===== src/rtl/apb_master_bridge.sv =====
// APB3 master bridge: valid/ready command in, SETUP/ACCESS transfer to one of two
// slaves (UART or GPIO), registered response out with a bounded wait-state timeout.
module apb_master_bridge #(
  parameter int ADDR_W  = 32,
  parameter int DATA_W  = 32,
  parameter int SEL_BIT = 12,
  parameter int TIMEOUT = 16
) (
  input  logic              pclk,
  input  logic              rst,
  input  logic              cmd_valid,
  output logic              cmd_ready,
  input  logic              cmd_write,
  input  logic [ADDR_W-1:0] cmd_addr,
  input  logic [DATA_W-1:0] cmd_wdata,
  input  logic [3:0]        cmd_strb,
  output logic              rsp_valid,
  input  logic              rsp_ready,
  output logic [DATA_W-1:0] rsp_rdata,
  output logic              rsp_err,
  output logic              rsp_timeout,
  output logic [ADDR_W-1:0] padd,
  output logic              pwrite,
  output logic [DATA_W-1:0] pwdata,
  output logic [3:0]        pstrb,
  output logic              penable,
  output logic              psel_uart,
  output logic              psel_gpio,
  input  logic              pready_uart,
  input  logic              pready_gpio,
  input  logic              pslverr_uart,
  input  logic              pslverr_gpio,
  input  logic [DATA_W-1:0] prdata_uart,
  input  logic [DATA_W-1:0] prdata_gpio
);

  localparam int CNT_W = $clog2(TIMEOUT + 1);

  typedef enum logic [1:0] {IDLE, SETUP, ACCESS, RESP} state_t;

  state_t              state_q, state_d;
  logic                cmd_ready_q, cmd_ready_d;
  logic [ADDR_W-1:0]   padd_q, padd_d;
  logic                pwrite_q, pwrite_d;
  logic [DATA_W-1:0]   pwdata_q, pwdata_d;
  logic [3:0]          pstrb_q, pstrb_d;
  logic                penable_q, penable_d;
  logic                psel_uart_q, psel_uart_d;
  logic                psel_gpio_q, psel_gpio_d;
  logic                rsp_valid_q, rsp_valid_d;
  logic [DATA_W-1:0]   rsp_rdata_q, rsp_rdata_d;
  logic                rsp_err_q, rsp_err_d;
  logic                rsp_timeout_q, rsp_timeout_d;
  logic [CNT_W-1:0]    cnt_q, cnt_d;

  logic                pready_sel;
  logic                pslverr_sel;
  logic [DATA_W-1:0]   prdata_sel;

  always_comb begin
    // The unselected slave's inputs never reach the response path.
    pready_sel  = psel_gpio_q ? pready_gpio  : pready_uart;
    pslverr_sel = psel_gpio_q ? pslverr_gpio : pslverr_uart;
    prdata_sel  = psel_gpio_q ? prdata_gpio  : prdata_uart;

    state_d       = state_q;
    cmd_ready_d   = cmd_ready_q;
    padd_d        = padd_q;
    pwrite_d      = pwrite_q;
    pwdata_d      = pwdata_q;
    pstrb_d       = pstrb_q;
    penable_d     = penable_q;
    psel_uart_d   = psel_uart_q;
    psel_gpio_d   = psel_gpio_q;
    rsp_valid_d   = rsp_valid_q;
    rsp_rdata_d   = rsp_rdata_q;
    rsp_err_d     = rsp_err_q;
    rsp_timeout_d = rsp_timeout_q;
    cnt_d         = cnt_q;

    case (state_q)
      IDLE: begin
        if (cmd_valid) begin
          state_d     = SETUP;
          cmd_ready_d = 1'b0;
          padd_d      = cmd_addr;
          pwrite_d    = cmd_write;
          pwdata_d    = cmd_wdata;
          pstrb_d     = cmd_write ? cmd_strb : 4'b0000;
          psel_gpio_d = cmd_addr[SEL_BIT];
          psel_uart_d = ~cmd_addr[SEL_BIT];
          penable_d   = 1'b0;
          cnt_d       = '0;
        end
      end
      SETUP: begin
        state_d   = ACCESS;
        penable_d = 1'b1;
      end
      ACCESS: begin
        // pready is checked first so it wins over a same-cycle timeout.
        if (pready_sel) begin
          state_d       = RESP;
          psel_uart_d   = 1'b0;
          psel_gpio_d   = 1'b0;
          penable_d     = 1'b0;
          rsp_valid_d   = 1'b1;
          rsp_rdata_d   = pwrite_q ? '0 : prdata_sel;
          rsp_err_d     = pslverr_sel;
          rsp_timeout_d = 1'b0;
        end else if (cnt_q == CNT_W'(TIMEOUT - 1)) begin
          state_d       = RESP;
          psel_uart_d   = 1'b0;
          psel_gpio_d   = 1'b0;
          penable_d     = 1'b0;
          rsp_valid_d   = 1'b1;
          rsp_rdata_d   = '0;
          rsp_err_d     = 1'b1;
          rsp_timeout_d = 1'b1;
          cnt_d         = cnt_q + 1'b1;
        end else begin
          cnt_d = cnt_q + 1'b1;
        end
      end
      RESP: begin
        if (rsp_ready) begin
          state_d     = IDLE;
          rsp_valid_d = 1'b0;
          cmd_ready_d = 1'b1;
          cnt_d       = '0;
        end
      end
      default: begin
        state_d = IDLE;
      end
    endcase
  end

  always_ff @(posedge pclk or posedge rst) begin
    if (rst) begin
      state_q       <= IDLE;
      cmd_ready_q   <= 1'b1;
      padd_q        <= '0;
      pwrite_q      <= 1'b0;
      pwdata_q      <= '0;
      pstrb_q       <= 4'b0000;
      penable_q     <= 1'b0;
      psel_uart_q   <= 1'b0;
      psel_gpio_q   <= 1'b0;
      rsp_valid_q   <= 1'b0;
      rsp_rdata_q   <= '0;
      rsp_err_q     <= 1'b0;
      rsp_timeout_q <= 1'b0;
      cnt_q         <= '0;
    end else begin
      state_q       <= state_d;
      cmd_ready_q   <= cmd_ready_d;
      padd_q        <= padd_d;
      pwrite_q      <= pwrite_d;
      pwdata_q      <= pwdata_d;
      pstrb_q       <= pstrb_d;
      penable_q     <= penable_d;
      psel_uart_q   <= psel_uart_d;
      psel_gpio_q   <= psel_gpio_d;
      rsp_valid_q   <= rsp_valid_d;
      rsp_rdata_q   <= rsp_rdata_d;
      rsp_err_q     <= rsp_err_d;
      rsp_timeout_q <= rsp_timeout_d;
      cnt_q         <= cnt_d;
    end
  end

  assign cmd_ready   = cmd_ready_q;
  assign padd        = padd_q;
  assign pwrite      = pwrite_q;
  assign pwdata      = pwdata_q;
  assign pstrb       = pstrb_q;
  assign penable     = penable_q;
  assign psel_uart   = psel_uart_q;
  assign psel_gpio   = psel_gpio_q;
  assign rsp_valid   = rsp_valid_q;
  assign rsp_rdata   = rsp_rdata_q;
  assign rsp_err     = rsp_err_q;
  assign rsp_timeout = rsp_timeout_q;

endmodule


===== config.mk =====
export PLATFORM = sky130hd
export DESIGN_NAME = apb_master_bridge
export DESIGN_NICKNAME = d
export VERILOG_FILES = /design/src/rtl/apb_master_bridge.sv
export SDC_FILE = /design/constraint.sdc
export NUM_CORES = 1
export LEC_CHECK = 0
export CAP_MARGIN = 40
export CORE_MARGIN = 8
export CORE_UTILIZATION = 41
export DETAILED_ROUTE_END_ITERATION = 10
export GPL_ROUTABILITY_DRIVEN = 0
export PLACE_DENSITY = 0.92
export SYNTH_ARGS = -nofsm -noshare
export SYNTH_HDL_FRONTEND = slang
export SYNTH_SLANG_ARGS = --single-unit

===== constraint.sdc =====
create_clock -name pclk -period 5.71 [get_ports pclk]
set_clock_uncertainty 0.1 [all_clocks]
set_input_delay 1.713 -clock pclk [delete_from_list [all_inputs] [get_ports pclk]]
set_output_delay 1.713 -clock pclk [all_outputs]
set_load 0.02 [all_outputs]

# Word-level counts from Yosys, hierarchy flattened
# Cells that the tools add are included.
[classes]
add_sub_neg = 1
mul = 0
n_div = 0
order_cmp = 0
n_eq_ne = 8
shift = 0
n_mux = 32
bitwise_logic = 1
n_reduce_logical = 15
[ops]
columns = ["operator", "count"]
rows = [
  ["32-bit two-way mux", 4],
  ["5-bit two-way mux", 3],
  ["5-bit case mux with 3 select lines", 1],
  ["3-bit AND reduction", 5],
  ["1-bit two-way mux", 13],
  ["2-bit two-way mux", 4],
  ["1-bit case mux with 2 select lines", 4],
  ["2-bit case mux with 4 select lines", 1],
  ["2-bit nonzero test", 4],
  ["2-bit inequality test, second input constant", 3],
  ["3-bit nonzero test", 2],
  ["5-bit by 1-bit adder with 5-bit output, second input constant", 1],
  ["5-bit by 4-bit == test with 1-bit output, second input constant", 1],
  ["2-bit == test, second input constant", 2],
  ["4-bit two-way mux", 1],
  ["2-bit AND reduction", 2],
  ["4-bit AND reduction", 1],
  ["3-bit inequality test, second input constant", 1],
  ["1-bit case mux with 3 select lines", 1],
  ["2-bit by 1-bit == test with 1-bit output, second input constant", 1],
  ["2-bit logical NOT", 1],
  ["1-bit inverter", 1],
]
[word_totals]
register_bits = 115
latchBits = 0
ramBits = 0
romBits = 0
in_bits = 141
n_memories = 0

# Depth between registers and ports, before layout
[depth]
ltp_word = 4
mapped_depth = 8

# Least setup slack after synthesis
# Ideal clock, no wire load.
[synth_timing]
kind = "input to register"
start = "in pready_uart"
end = "reg rsp_valid_q (netlist: rsp_valid)"
t_arrival_ns = 2.627
setup_slack_ns = 2.862
stages = 4
n_path_buf = 0
cell_sequence = "mux2_4 -> nor2_4 -> mux2_1 -> a22o_1"
[synth_via]
elab_chain_len = 3
elab_cells_between_ends = 5
cone_classes = "eq/ne: 1; mux: 3; reduce/logical: 1"
[synth_rtl]
columns = ["item", "line", "source"]
rows = [
  ["start, declared", "29", "input logic pready_uart,"],
  ["1-bit two-way mux *", "62", "pready_sel = psel_gpio_q ? pready_gpio : pready_uart;"],
  ["3-bit inequality test (no source line) / 1-bit two-way mux (equally long branches)", "-", ""],
  ["3-bit AND reduction (no source line) / 1-bit case mux with 2 select lines (equally long branches)", "-", ""],
  ["end signal, assigned", "165", "rsp_valid_q <= rsp_valid_d;"],
  ["end, declared", "50", "logic rsp_valid_q, rsp_valid_d;"],
]
# Mark *: on every way between the ends. The rest lies on a longest branch, timed or not.
# A chain may end at the register's enable or synchronous reset.

# Final worst setup path
[layout_timing]
start = "reg psel_gpio_q (netlist: psel_gpio)"
end = "out psel_gpio"
[layout_rtl]
columns = ["item", "line", "source"]
rows = [
  ["start, declared", "49", "logic psel_gpio_q, psel_gpio_d;"],
  ["start signal, assigned", "164", "psel_gpio_q <= psel_gpio_d;"],
  ["end, declared", "28", "output logic psel_gpio,"],
]
# No word-level cell between the ends.

==> results.toml <==
[synthesis]
syn-cell-area_mm2 = 0.00503
synth_edf_count = 0
synthMostInstantiatedCell = "dfrtp_1"
ys_types = 39
ys_warn_count = 0
syn-num-nets = 527
dominantRegCellSynth = "dfrtp_1"
synthCells = 377
synth_seq_cells = 115
yosysSeqAreaShare = 0.572
yosys.area.top_type = "dfrtp_1"
synth_common_cells = "dfrtp_1, mux2_1, nand2_1"
syn_avg_cell_area_um2 = 13.4
ys_async_sr_fraction = 1.00
synthTopCellsByArea = "dfrtp_1, mux2_1, mux2i_1"
synth_top_area_frac = 0.567

[cts]
cts-resized-gates = 0
cts_max_level = 4
cts_tree = "yes"
root_buffer = "clkbuf_16"
hold_buffers = 0
cts_buffer_depth = 2
cts_setup_buffers = 0
clkTransAtPathRegs_ns = 0.05
insertion_delay_ns = 0.41
cts_buffers = 17
cts.sinks = 115

[die]
fp-row-count = 40
initial_core_util = 0.419
die_area_mm2 = 0.0161
die_x_um = 127
fp.coreArea_mm2 = 0.0120
fp.dieH_um = 127
pin_count = 249

[placement]
hpwl_um = 11900
place_area_mm2 = 0.00764
io_buffers = 248

[final_layout]
antenna_cells = 0
fin_area_mm2 = 0.00825
post_route_cells_drive_above_1_share = 0.120
fin_nets = 779
fillers = 854
utilization = 0.686
areaGrowthSynthToFinish_pct = 63.8

[critical_path]
critPathLaunchType = "flip-flop"
crit_fanout = 38
critPathRequiredTime_ns = 3.90
arrival_ns = 1.97
crit_path_end_kind = "primary output"
crit_type = "reg2out"

[power_and_ir_drop]
powerDensity_mw_per_mm2 = 564
cellLeakagePower_nw = 3.53
irDropWorstVdd_mv = 0.244
power.total_mw = 4.65

[route]
drc = 0
num_vias = 3959
drtIter0Drc = 168
routed_wl_um = 15600
wl_per_cell_um = 19.8
detail_route.vias_per_cell = 5.02
ant_nets = 0
dr.pass1.iters = 4

[timing]
fmax_mhz = 264
slew-limit-headroom = 0.420
hold_viol = 0
setup_viol_count_final = 0
tns_ns = 0
period_minus_slack_ns = 3.79
tightest_slew_ns = 0.866
whs_ns = 0.373
rsz0062_at_grt = "no"
slew_viol_final = 0
finalCritPeriodShare = 0.663

[outcome]
run_status = "finished, final reports clean"

[global_route]
antenna_found_initial = 0
use_met1 = 0.208
top_usage_layer = "met2"
grt_max_degree = 69
grt_use_total = 0.198
gr-usage-met2 = 0.358
grt_pass1_wl_um = 24600
grt_util_met3 = 0.0687
grt_pass1_vias = 4439
overflow = 0

[job]
maxCapViolCount = 0

[worst_hold_path]
min-delay-path-class = "reg2reg"
## area by class of cell
type | count | area (µm²) | share of cell area
inverter | 11 | 43.8 | 0.00531
multi-input combinational | 232 | 1990 | 0.241
clock buffer | 22 | 474 | 0.0575
clock inverter | 10 | 129 | 0.0156
timing repair buffer | 252 | 2540 | 0.309
tap | 147 | 184 | 0.0223
sequential | 115 | 2880 | 0.349
## report_power, final
group          internal, mW  switching, mW
sequential             1.19          0.218
combinational          1.06           1.11
clock                 0.716          0.361
## cell families (layout without fill, tap and decap cells)
family,after synthesis,count (layout),share of synthesized area
DFF,115,115,0.572
muxes,103,103,0.224
AOI/OAI and AO/OA,62,62,0.0967
and+or+nand+nor,58,58,0.0507
buffers and inverters,30,295,0.0343
adders and majority gates,9,9,0.0224
## layout by cell type (no fill, tap or decap), drive strengths merged
| cell | synthesis | layout |
|---|---|---|
| a211o | 1 | 1 |
| a211oi | 2 | 2 |
| a21boi | 1 | 1 |
| a21o | 2 | 2 |
| a21oi | 7 | 7 |
| a22o | 1 | 1 |
| a22oi | 1 | 1 |
| and2 | 1 | 1 |
| and3 | 1 | 1 |
| buf | 18 | 4 |
| bufinv | 0 | 3 |
| clkbuf | 1 | 22 |
| clkdlybuf4s50 | 0 | 248 |
| clkinv | 0 | 6 |
| dfrtp | 114 | 114 |
| dfstp | 1 | 1 |
| ha | 9 | 9 |
| inv | 11 | 12 |
| mux2 | 68 | 68 |
| mux2i | 35 | 35 |
| nand2 | 47 | 47 |
| nand2b | 3 | 3 |
| nand3 | 2 | 2 |
| nand4 | 1 | 1 |
| nor2 | 2 | 2 |
| nor2b | 1 | 1 |
| o21ai | 40 | 40 |
| o22ai | 2 | 2 |
| o2bb2ai | 3 | 3 |
| o31ai | 1 | 1 |
| o32a | 1 | 1 |
## flip-flops by register name, summed over array words and instances (netlist names)
| name | count |
|---|---|
| rsp_valid | 1 |
| cmd_ready | 1 |
| pwrite | 1 |
| cnt_q | 5 |
| psel_gpio | 1 |
| pwdata | 32 |
| rsp_rdata | 32 |
| penable | 1 |
| rsp_timeout | 1 |
| rsp_err | 1 |
| state_q | 2 |
| pstrb | 4 |
| padd | 32 |
| psel_uart | 1 |
## metal layers
layer  vias to the layer above  part of all wire
li1                       1838                 -
met1                      1936              0.38
met2                       162              0.54
met3                        23             0.066
met4                         0             0.021
met5                         -                 0
## worst paths after layout
path                                                 from                        end  slack [ns]  cells after the start
max in group asynchronous                             rst      pwdata[4]$_DFFE_PP0P_        3.04                      3
min in group asynchronous                             rst       padd[29]$_DFFE_PP0P_        1.61                      2
worst min register to register  rsp_rdata[29]$_DFFE_PP0P_  rsp_rdata[29]$_DFFE_PP0P_        0.37                      2
worst min-delay path            rsp_rdata[29]$_DFFE_PP0P_  rsp_rdata[29]$_DFFE_PP0P_        0.37                      2
worst max register to register      psel_gpio$_DFFE_PP0P_  rsp_rdata[27]$_DFFE_PP0P_        3.28                      5
worst max-delay path                psel_gpio$_DFFE_PP0P_                  psel_gpio        1.92                      2
## worst max-delay path: stages, from the launching register on
cell,delay [ns]
dfrtp_2,0.33
buf_4,0.49
clkdlybuf4s50_1,0.74
## metrics by stage
step / setup WS [ns] / std cells
final: 1.92 / 789
after global placement: 2.09 / 755
after floorplan: 0.855 / 377
after global routing: 1.83 / 789
after detailed placement: 2.09 / 757
after CTS: 1.86 / 789
(Power assumes the default switching activity.)
